$ cat src/rtl/crc_frame_writer.sv
// crc_frame_writer: writes a byte stream into frame memory from address 0 and
// appends the CRC-16/CCITT-FALSE of the payload (high byte, then low byte).
// The last completed frame's CRC and length are held on the outputs.
// MAX_LEN + 2 must not exceed 2**ADDR_W so the two CRC bytes fit.
module crc_frame_writer #(
   parameter int ADDR_W  = 10,
   parameter int MAX_LEN = 1022
) (
   input  logic              i_clk50m,
   input  logic              i_rst_n,
   input  logic              i_wr_start,
   input  logic [7:0]        i_in_data,
   input  logic              i_in_valid,
   input  logic              i_in_last,
   output logic              o_in_ready,
   output logic [ADDR_W-1:0] o_mem_addr,
   output logic [7:0]        o_mem_wdata,
   output logic              o_mem_we,
   output logic [15:0]       o_crc_out,
   output logic [ADDR_W-1:0] o_frame_len,
   output logic              o_wr_done,
   output logic              o_wr_err
);

   typedef enum logic [2:0] {
      S_IDLE   = 3'd0,
      S_DATA   = 3'd1,
      S_CRC_HI = 3'd2,
      S_CRC_LO = 3'd3,
      S_DONE   = 3'd4
   } state_t;

   // Pointer value of the final byte a frame may carry before it is cut short.
   localparam logic [ADDR_W-1:0] LP_LAST_PTR = ADDR_W'(MAX_LEN - 1);
   localparam logic [ADDR_W-1:0] LP_ONE      = ADDR_W'(1);

   state_t            r_state;
   state_t            w_state_next;
   logic [ADDR_W-1:0] r_ptr,       w_ptr_next;
   logic [15:0]       r_crc,       w_crc_next;
   logic              r_mem_we,    w_mem_we_next;
   logic [ADDR_W-1:0] r_mem_addr,  w_mem_addr_next;
   logic [7:0]        r_mem_wdata, w_mem_wdata_next;
   logic [15:0]       r_crc_out,   w_crc_out_next;
   logic [ADDR_W-1:0] r_frame_len, w_frame_len_next;
   logic              r_wr_done,   w_wr_done_next;
   logic              r_wr_err,    w_wr_err_next;
   logic              w_accept;
   logic [15:0]       w_crc_byte;

   // One full byte of CRC-16 (poly 0x1021, MSB first), eight bit steps unrolled.
   function automatic logic [15:0] crc16_byte(input logic [15:0] crc_in,
                                              input logic [7:0]  data_in);
      logic [15:0] c;
      c = crc_in ^ {data_in, 8'h00};
      for (int k = 0; k < 8; k++) begin
         if (c[15]) c = {c[14:0], 1'b0} ^ 16'h1021;
         else       c = {c[14:0], 1'b0};
      end
      return c;
   endfunction

   assign o_in_ready = (r_state == S_DATA);
   assign w_accept   = o_in_ready & i_in_valid;
   assign w_crc_byte = crc16_byte(r_crc, i_in_data);

   // State register.
   always_ff @(posedge i_clk50m or negedge i_rst_n) begin
      if (!i_rst_n) r_state <= S_IDLE;
      else          r_state <= w_state_next;
   end

   // Next-state and next-value decode for the datapath registers.
   always_comb begin
      w_state_next     = r_state;
      w_ptr_next       = r_ptr;
      w_crc_next       = r_crc;
      w_mem_we_next    = 1'b0;
      w_mem_addr_next  = r_mem_addr;
      w_mem_wdata_next = r_mem_wdata;
      w_crc_out_next   = r_crc_out;
      w_frame_len_next = r_frame_len;
      w_wr_done_next   = 1'b0;
      w_wr_err_next    = r_wr_err;
      case (r_state)
         S_IDLE: begin
            if (i_wr_start) begin
               w_ptr_next    = '0;
               w_crc_next    = 16'hFFFF;
               w_wr_err_next = 1'b0;
               w_state_next  = S_DATA;
            end
         end
         S_DATA: begin
            if (w_accept) begin
               w_mem_we_next    = 1'b1;
               w_mem_addr_next  = r_ptr;
               w_mem_wdata_next = i_in_data;
               w_crc_next       = w_crc_byte;
               w_ptr_next       = r_ptr + LP_ONE;
               if (i_in_last) begin
                  w_state_next = S_CRC_HI;
               end else if (r_ptr == LP_LAST_PTR) begin
                  // Buffer full: close the frame here and flag the overflow.
                  w_wr_err_next = 1'b1;
                  w_state_next  = S_CRC_HI;
               end
            end
         end
         S_CRC_HI: begin
            w_mem_we_next    = 1'b1;
            w_mem_addr_next  = r_ptr;
            w_mem_wdata_next = r_crc[15:8];
            w_ptr_next       = r_ptr + LP_ONE;
            w_state_next     = S_CRC_LO;
         end
         S_CRC_LO: begin
            w_mem_we_next    = 1'b1;
            w_mem_addr_next  = r_ptr;
            w_mem_wdata_next = r_crc[7:0];
            w_state_next     = S_DONE;
         end
         S_DONE: begin
            w_wr_done_next   = 1'b1;
            w_crc_out_next   = r_crc;
            // ptr sits on the CRC low byte address, one past the payload count.
            w_frame_len_next = r_ptr - LP_ONE;
            w_state_next     = S_IDLE;
         end
         default: begin
            w_state_next = S_IDLE;
         end
      endcase
   end

   // Datapath and output registers.
   always_ff @(posedge i_clk50m or negedge i_rst_n) begin
      if (!i_rst_n) begin
         r_ptr       <= '0;
         r_crc       <= 16'hFFFF;
         r_mem_we    <= 1'b0;
         r_mem_addr  <= '0;
         r_mem_wdata <= '0;
         r_crc_out   <= '0;
         r_frame_len <= '0;
         r_wr_done   <= 1'b0;
         r_wr_err    <= 1'b0;
      end else begin
         r_ptr       <= w_ptr_next;
         r_crc       <= w_crc_next;
         r_mem_we    <= w_mem_we_next;
         r_mem_addr  <= w_mem_addr_next;
         r_mem_wdata <= w_mem_wdata_next;
         r_crc_out   <= w_crc_out_next;
         r_frame_len <= w_frame_len_next;
         r_wr_done   <= w_wr_done_next;
         r_wr_err    <= w_wr_err_next;
      end
   end

   assign o_mem_we    = r_mem_we;
   assign o_mem_addr  = r_mem_addr;
   assign o_mem_wdata = r_mem_wdata;
   assign o_crc_out   = r_crc_out;
   assign o_frame_len = r_frame_len;
   assign o_wr_done   = r_wr_done;
   assign o_wr_err    = r_wr_err;

endmodule

$ cat config.mk
export PLATFORM = sky130hd
export DESIGN_NAME = crc_frame_writer
export DESIGN_NICKNAME = d
export VERILOG_FILES = /design/src/rtl/crc_frame_writer.sv
export SDC_FILE = /design/constraint.sdc
export NUM_CORES = 1
export LEC_CHECK = 0
export CELL_PAD_IN_SITES_DETAIL_PLACEMENT = 0
export CELL_PAD_IN_SITES_GLOBAL_PLACEMENT = 1
export CORE_ASPECT_RATIO = 1.2
export CORE_UTILIZATION = 40
export DETAILED_ROUTE_END_ITERATION = 7
export PLACE_DENSITY_LB_ADDON = 0.1
export SETUP_SLACK_MARGIN = 0.15
export SLEW_MARGIN = 10
export SYNTH_ARGS = -nofsm -noshare
export SYNTH_HDL_FRONTEND = slang
export SYNTH_SLANG_ARGS = --single-unit
$ cat constraint.sdc
create_clock -name i_clk50m -period 2.2 [get_ports i_clk50m]
set_clock_uncertainty 0.1 [all_clocks]
set_input_delay 0.33 -clock i_clk50m [delete_from_list [all_inputs] [get_ports i_clk50m]]
set_output_delay 0.33 -clock i_clk50m [all_outputs]
set_load 0.01 [all_outputs]
Yosys cells after proc, flatten, opt, wreduce, memory -nomap -nowiden
Index checks and enable logic that the tools add are counted.
{"block": "classes", "n_bitwise": 10, "n_eq_ne": 10, "n_addsub": 2, "reduce_logical": 12, "muxes": 31}
{"operator": "$mux 13", "n": 8}
{"operator": "$mux 16", "n": 2}
{"operator": "$pmux 16 s2", "n": 1}
{"operator": "$mux 10", "n": 3}
{"operator": "$pmux 10 s3", "n": 1}
{"operator": "$not 3->3", "n": 8}
{"operator": "$pmux 8 s3", "n": 1}
{"operator": "$pmux 10 s2", "n": 1}
{"operator": "$xor 16x16->16", "n": 1}
{"operator": "$mux 3", "n": 4}
{"operator": "$pmux 3 s4", "n": 1}
{"operator": "$add 10x1->10 const B", "n": 1}
{"operator": "$eq 10x10->1 const B", "n": 1}
{"operator": "$sub 10x1->10 const B", "n": 1}
{"operator": "$reduce_and 3->1", "n": 3}
{"operator": "$mux 8", "n": 1}
{"operator": "$eq 3x2->1 const B", "n": 2}
{"operator": "$mux 1", "n": 6}
{"operator": "$reduce_bool 3->1", "n": 2}
{"operator": "$reduce_and 5->1", "n": 1}
{"operator": "$ne 2x1->1 const B", "n": 2}
{"operator": "$ne 2x2->1 const B", "n": 2}
{"operator": "$pmux 1 s2", "n": 2}
{"operator": "$reduce_and 2->1", "n": 2}
{"operator": "7 further kinds", "n": 8}
{"block": "totals", "word_cells": 75, "ff_bits": 76}

Longest topological paths before layout
{"block": "depth", "ltp_word": 19, "ltp_mapped": 7, "depth_no_buf": 6}

Worst setup path after synthesis
Ideal clock, no wire load.
{"block": "synth_path", "path_type": "reg-to-reg", "start": "reg r_state[1]", "end": "reg r_ptr[7]", "setup_time_ns": 0.078, "path_stages_with_launch": 6, "arrival_time_ns": 1.451, "period_less_slack_ns": 1.628, "path_slack_ns": 0.572, "cell_sequence": "dfrtp_1 > buf_6 > nand3b_4 > a21o_1 > or4_1 > a21oi_1"}
{"block": "synth_between", "elab_chain_len": 4}
{"element": "start: declaration", "line": "37", "source": "state_t r_state;"}
{"element": "start signal: assignment", "line": "70", "source": "else r_state <= w_state_next;"}
{"element": "$eq 3x1->1", "line": "63, 85"}
{"element": "$and 1x1->1", "line": "64", "source": "assign w_accept = o_in_ready & i_in_valid;"}
{"element": "$ne 2x1->1 (no line)"}
{"element": "$reduce_and 3->1 (no line)"}
{"element": "end signal: assignment", "line": "149", "source": "r_ptr <= w_ptr_next;"}
{"element": "end: declaration", "line": "39", "source": "logic [ADDR_W-1:0] r_ptr, w_ptr_next;"}
Several ways; a longest one is shown, not always the timed one.
A chain may end at the register's enable or synchronous reset.

Worst setup path in the final report
{"block": "layout_path", "start": "reg r_state[1]", "end": "reg r_ptr[9]"}
Same word-level chain as after synthesis.

==> out/metrics.yaml <==
cts_sinks: 76
hpwlAfterDp_um: 6040
cp_max_fo: 9
postRouteAntennaNets: 0
grtUsageTotal_pct: 19.6
utilization_pct: 53.1
place.gp.congestion: 0.813
setup_tns_ns: 0
grt_util_met3_pct: 4.31
final_max_slew_viol_count: 0
power_density_mw_per_mm2: 1440
grt_util_met2_pct: 34.3
fp.dieW_um: 88.5
clkSlewWorstSetupHoldPaths_ns: 0.08
placedCellCount: 551
viasPerCell: 4.94
cp.arrival_ns: 2.05
first_global_vias: 2780
yosysWarnings: 0
dr.pass1.iters: 4
drtIter0Drc: 67
synthesis.nets: 398
antenna_found_initial: 0
routed_wl_um: 8380
fmax_ghz: 0.534
post-route-period-util_pct: 85.2
syn_avg_cell_area_um2: 9.40
grt-ovfl-total: 0
status: "completed"
power_frac_seq_pct: 35.9
rsz0062_at_grt: "no"
core_area_mm2: 0.00866
vias: 2813
critPathRequiredTime_ns: 2.38
setup_viol: 0
clockBufferDepth: 2
period_minus_slack_ns: 1.87
p_int_mw: 4.14
dp_slack_ns: -0.00665
clock_latency_ns: 0.35
cts_tree: "built"
syn2layout_area_growth_pct: 28.1
fill_cells: 851
cp-end-kind: "register"
synth_seq_area_share_pct: 53.5
finalPower_mw: 6.65
swShare_pct: 37.7
fin_cells: 569
use_met1_pct: 22.5
post_dp_cell_area_mm2: 0.00436
vdd_ir_drop_max_uv: 704
drv_cap: 0
grt_max_degree: 40
synth_edf_count: 0
start_util_pct: 41.5
whs_ns: 0.379
cp_cell_sequence: "buf_4 > nand3b_4 > a21o_1 > or4_1 > a21oi_1"
crit_family: "simple AND/OR/NAND/NOR gates"
tightest_slew_ns: 0.532
synth.distinct_cells: 42
rows: 37
p_leak_nw: 2.06
ys.flop_type: "dfrtp_1"
critPathKind: "reg -> reg"
slowest_stage: "or4_1"
slowest_delay_ns: 0.52
clkPwrFrac_pct: 17.4
hold_class: "reg -> reg"
synth_area_mm2: 0.00359
post-synth-top-area-cell: "dfrtp_1"
drc: 0
start_kind: "register"
cts-root-buf: "clkbuf_8"
syn_inst: 382
ys_ff_latch: 76
grt_busiest_layer: "met2"
yosys.area.top_type_share_pct: 41.8
fin_area_mm2: 0.00460
port_buffers: 60
timing.final.ws_setup_ns: 0.327
grt_pass1_wl_um: 13700
ys_top_cells_by_area: "dfrtp_1, dfstp_2, nand2_1"
die_y_um: 106
num_antenna_cells: 0
p_sw_mw: 2.50
comb_power_share_pct: 46.7
slew_headroom_pct: 64.6
h-tree-depth: 3
crit_buf_inv: 1
wl_per_cell_um: 14.7
fin_nets: 463
finalHoldViolations: 0
cts_buffers: 9
async_flop_share_pct: 100
drive_gt1_share_pct: 11.9
die_area_mm2: 0.00936
num_io_pins: 61
[cell usage after synthesis, types with 2 or more instances]
cell type,instances
a211oi_1,2
a21o_1,2
a21oi_1,16
and2_1,2
and3_1,2
buf_2,8
buf_4,2
clkbuf_1,11
dfrtp_1,60
dfstp_2,16
ha_1,3
inv_1,6
mux2i_1,9
nand2_1,108
nand3_1,10
nor2_1,20
nor3_1,3
o21ai_0,34
o22a_1,5
o31ai_1,6
or4_1,3
xnor2_1,25
xor2_1,10
[worst min-delay path, delay by kind of cell, from the launching register on]
family          cells  cell delay, ns
compound gates      1            0.06
simple gates        1            0.04
flops               1            0.34
[cells by family (layout without fill, tap and decap cells)]
logic type / Yosys count / count (layout) / share of synthesized area, %
and+or+nand+nor: 159 / 159 / 19.2
DFF: 76 / 76 / 53.5
AOI/OAI and AO/OA: 70 / 70 / 11.4
xor gates and xnor gates: 35 / 35 / 8.54
buffers and inverters: 30 / 100 / 3.83
muxes: 9 / 9 / 2.51
adders and majority gates: 3 / 3 / 1.05
[routing by layer]
metal / vias up / part of all wire [%] / wire length (µm)
met5: - / 0 / 0
met4: 0 / 1.4 / 121
met2: 43 / 55 / 4580
met3: 10 / 2.6 / 214
li1: 1396 / - / -
met1: 1364 / 41 / 3460
[sequential cells by signal, summed over array words and instances (netlist names)]
signal	cells
o_mem_we	1
o_frame_len	10
o_mem_wdata	8
o_mem_addr	10
o_wr_done	1
r_state	3
o_crc_out	16
o_wr_err	1
r_ptr	10
r_crc	16
[power groups by stage]
stage          combinational (mW)  clock [mW]  sequential, mW
3_5_place_dp                 3.09           0            2.44
2_1_floorplan                1.79           0            2.44
5_1_grt                      3.48        1.24            2.45
6_report                     3.11        1.16            2.38
3_3_place_gp                 3.07           0            2.43
4_1_cts                      3.15        1.19            2.40
[cell usage in the layout (no fill, tap or decap), types with 14 or more instances in the layout]
master and n:
clkdlybuf4s50_1 58, dfrtp_1 59, nand2_1 108, o21ai_0 34
dfstp_2 16, nor2_1 19, a21oi_1 16, buf_4 14
xnor2_1 25
[path summary, 6_finish.rpt]
path                                start             end  slack [ns]  depth (start not counted)
setup / recovery               r_state[1]        r_ptr[9]        0.33                          5
hold / removal             o_frame_len[7]  o_frame_len[7]        0.38                          2
setup reg to reg               r_state[1]        r_ptr[9]        0.33                          5
hold reg to reg            o_frame_len[7]  o_frame_len[7]        0.38                          2
max in group asynchronous         i_rst_n    o_crc_out[4]        1.02                          3
min in group asynchronous         i_rst_n   o_mem_addr[3]        0.40                          2
[what timing repair did]
item / 4_1_cts / 5_1_grt
endpoints found under the setup margin: 1 / 8
endpoints found under the hold margin: 21 / 0
buffers inserted: 1 / 0
resized for setup: 2 / 2
hold buffers: 1 / 0
[area by class of cell]
type | count | area [µm²] | area share (%)
well taps | 117 | 146 | 3.18
repair buffers | 76 | 748 | 16.3
clock buffers | 9 | 124 | 2.69
multi-input cells | 276 | 1540 | 33.4
inverters | 8 | 30.0 | 0.653
flip-flops and latches | 76 | 1920 | 41.8
clock inverters | 7 | 91.3 | 1.99
(Power assumes the default switching activity.)
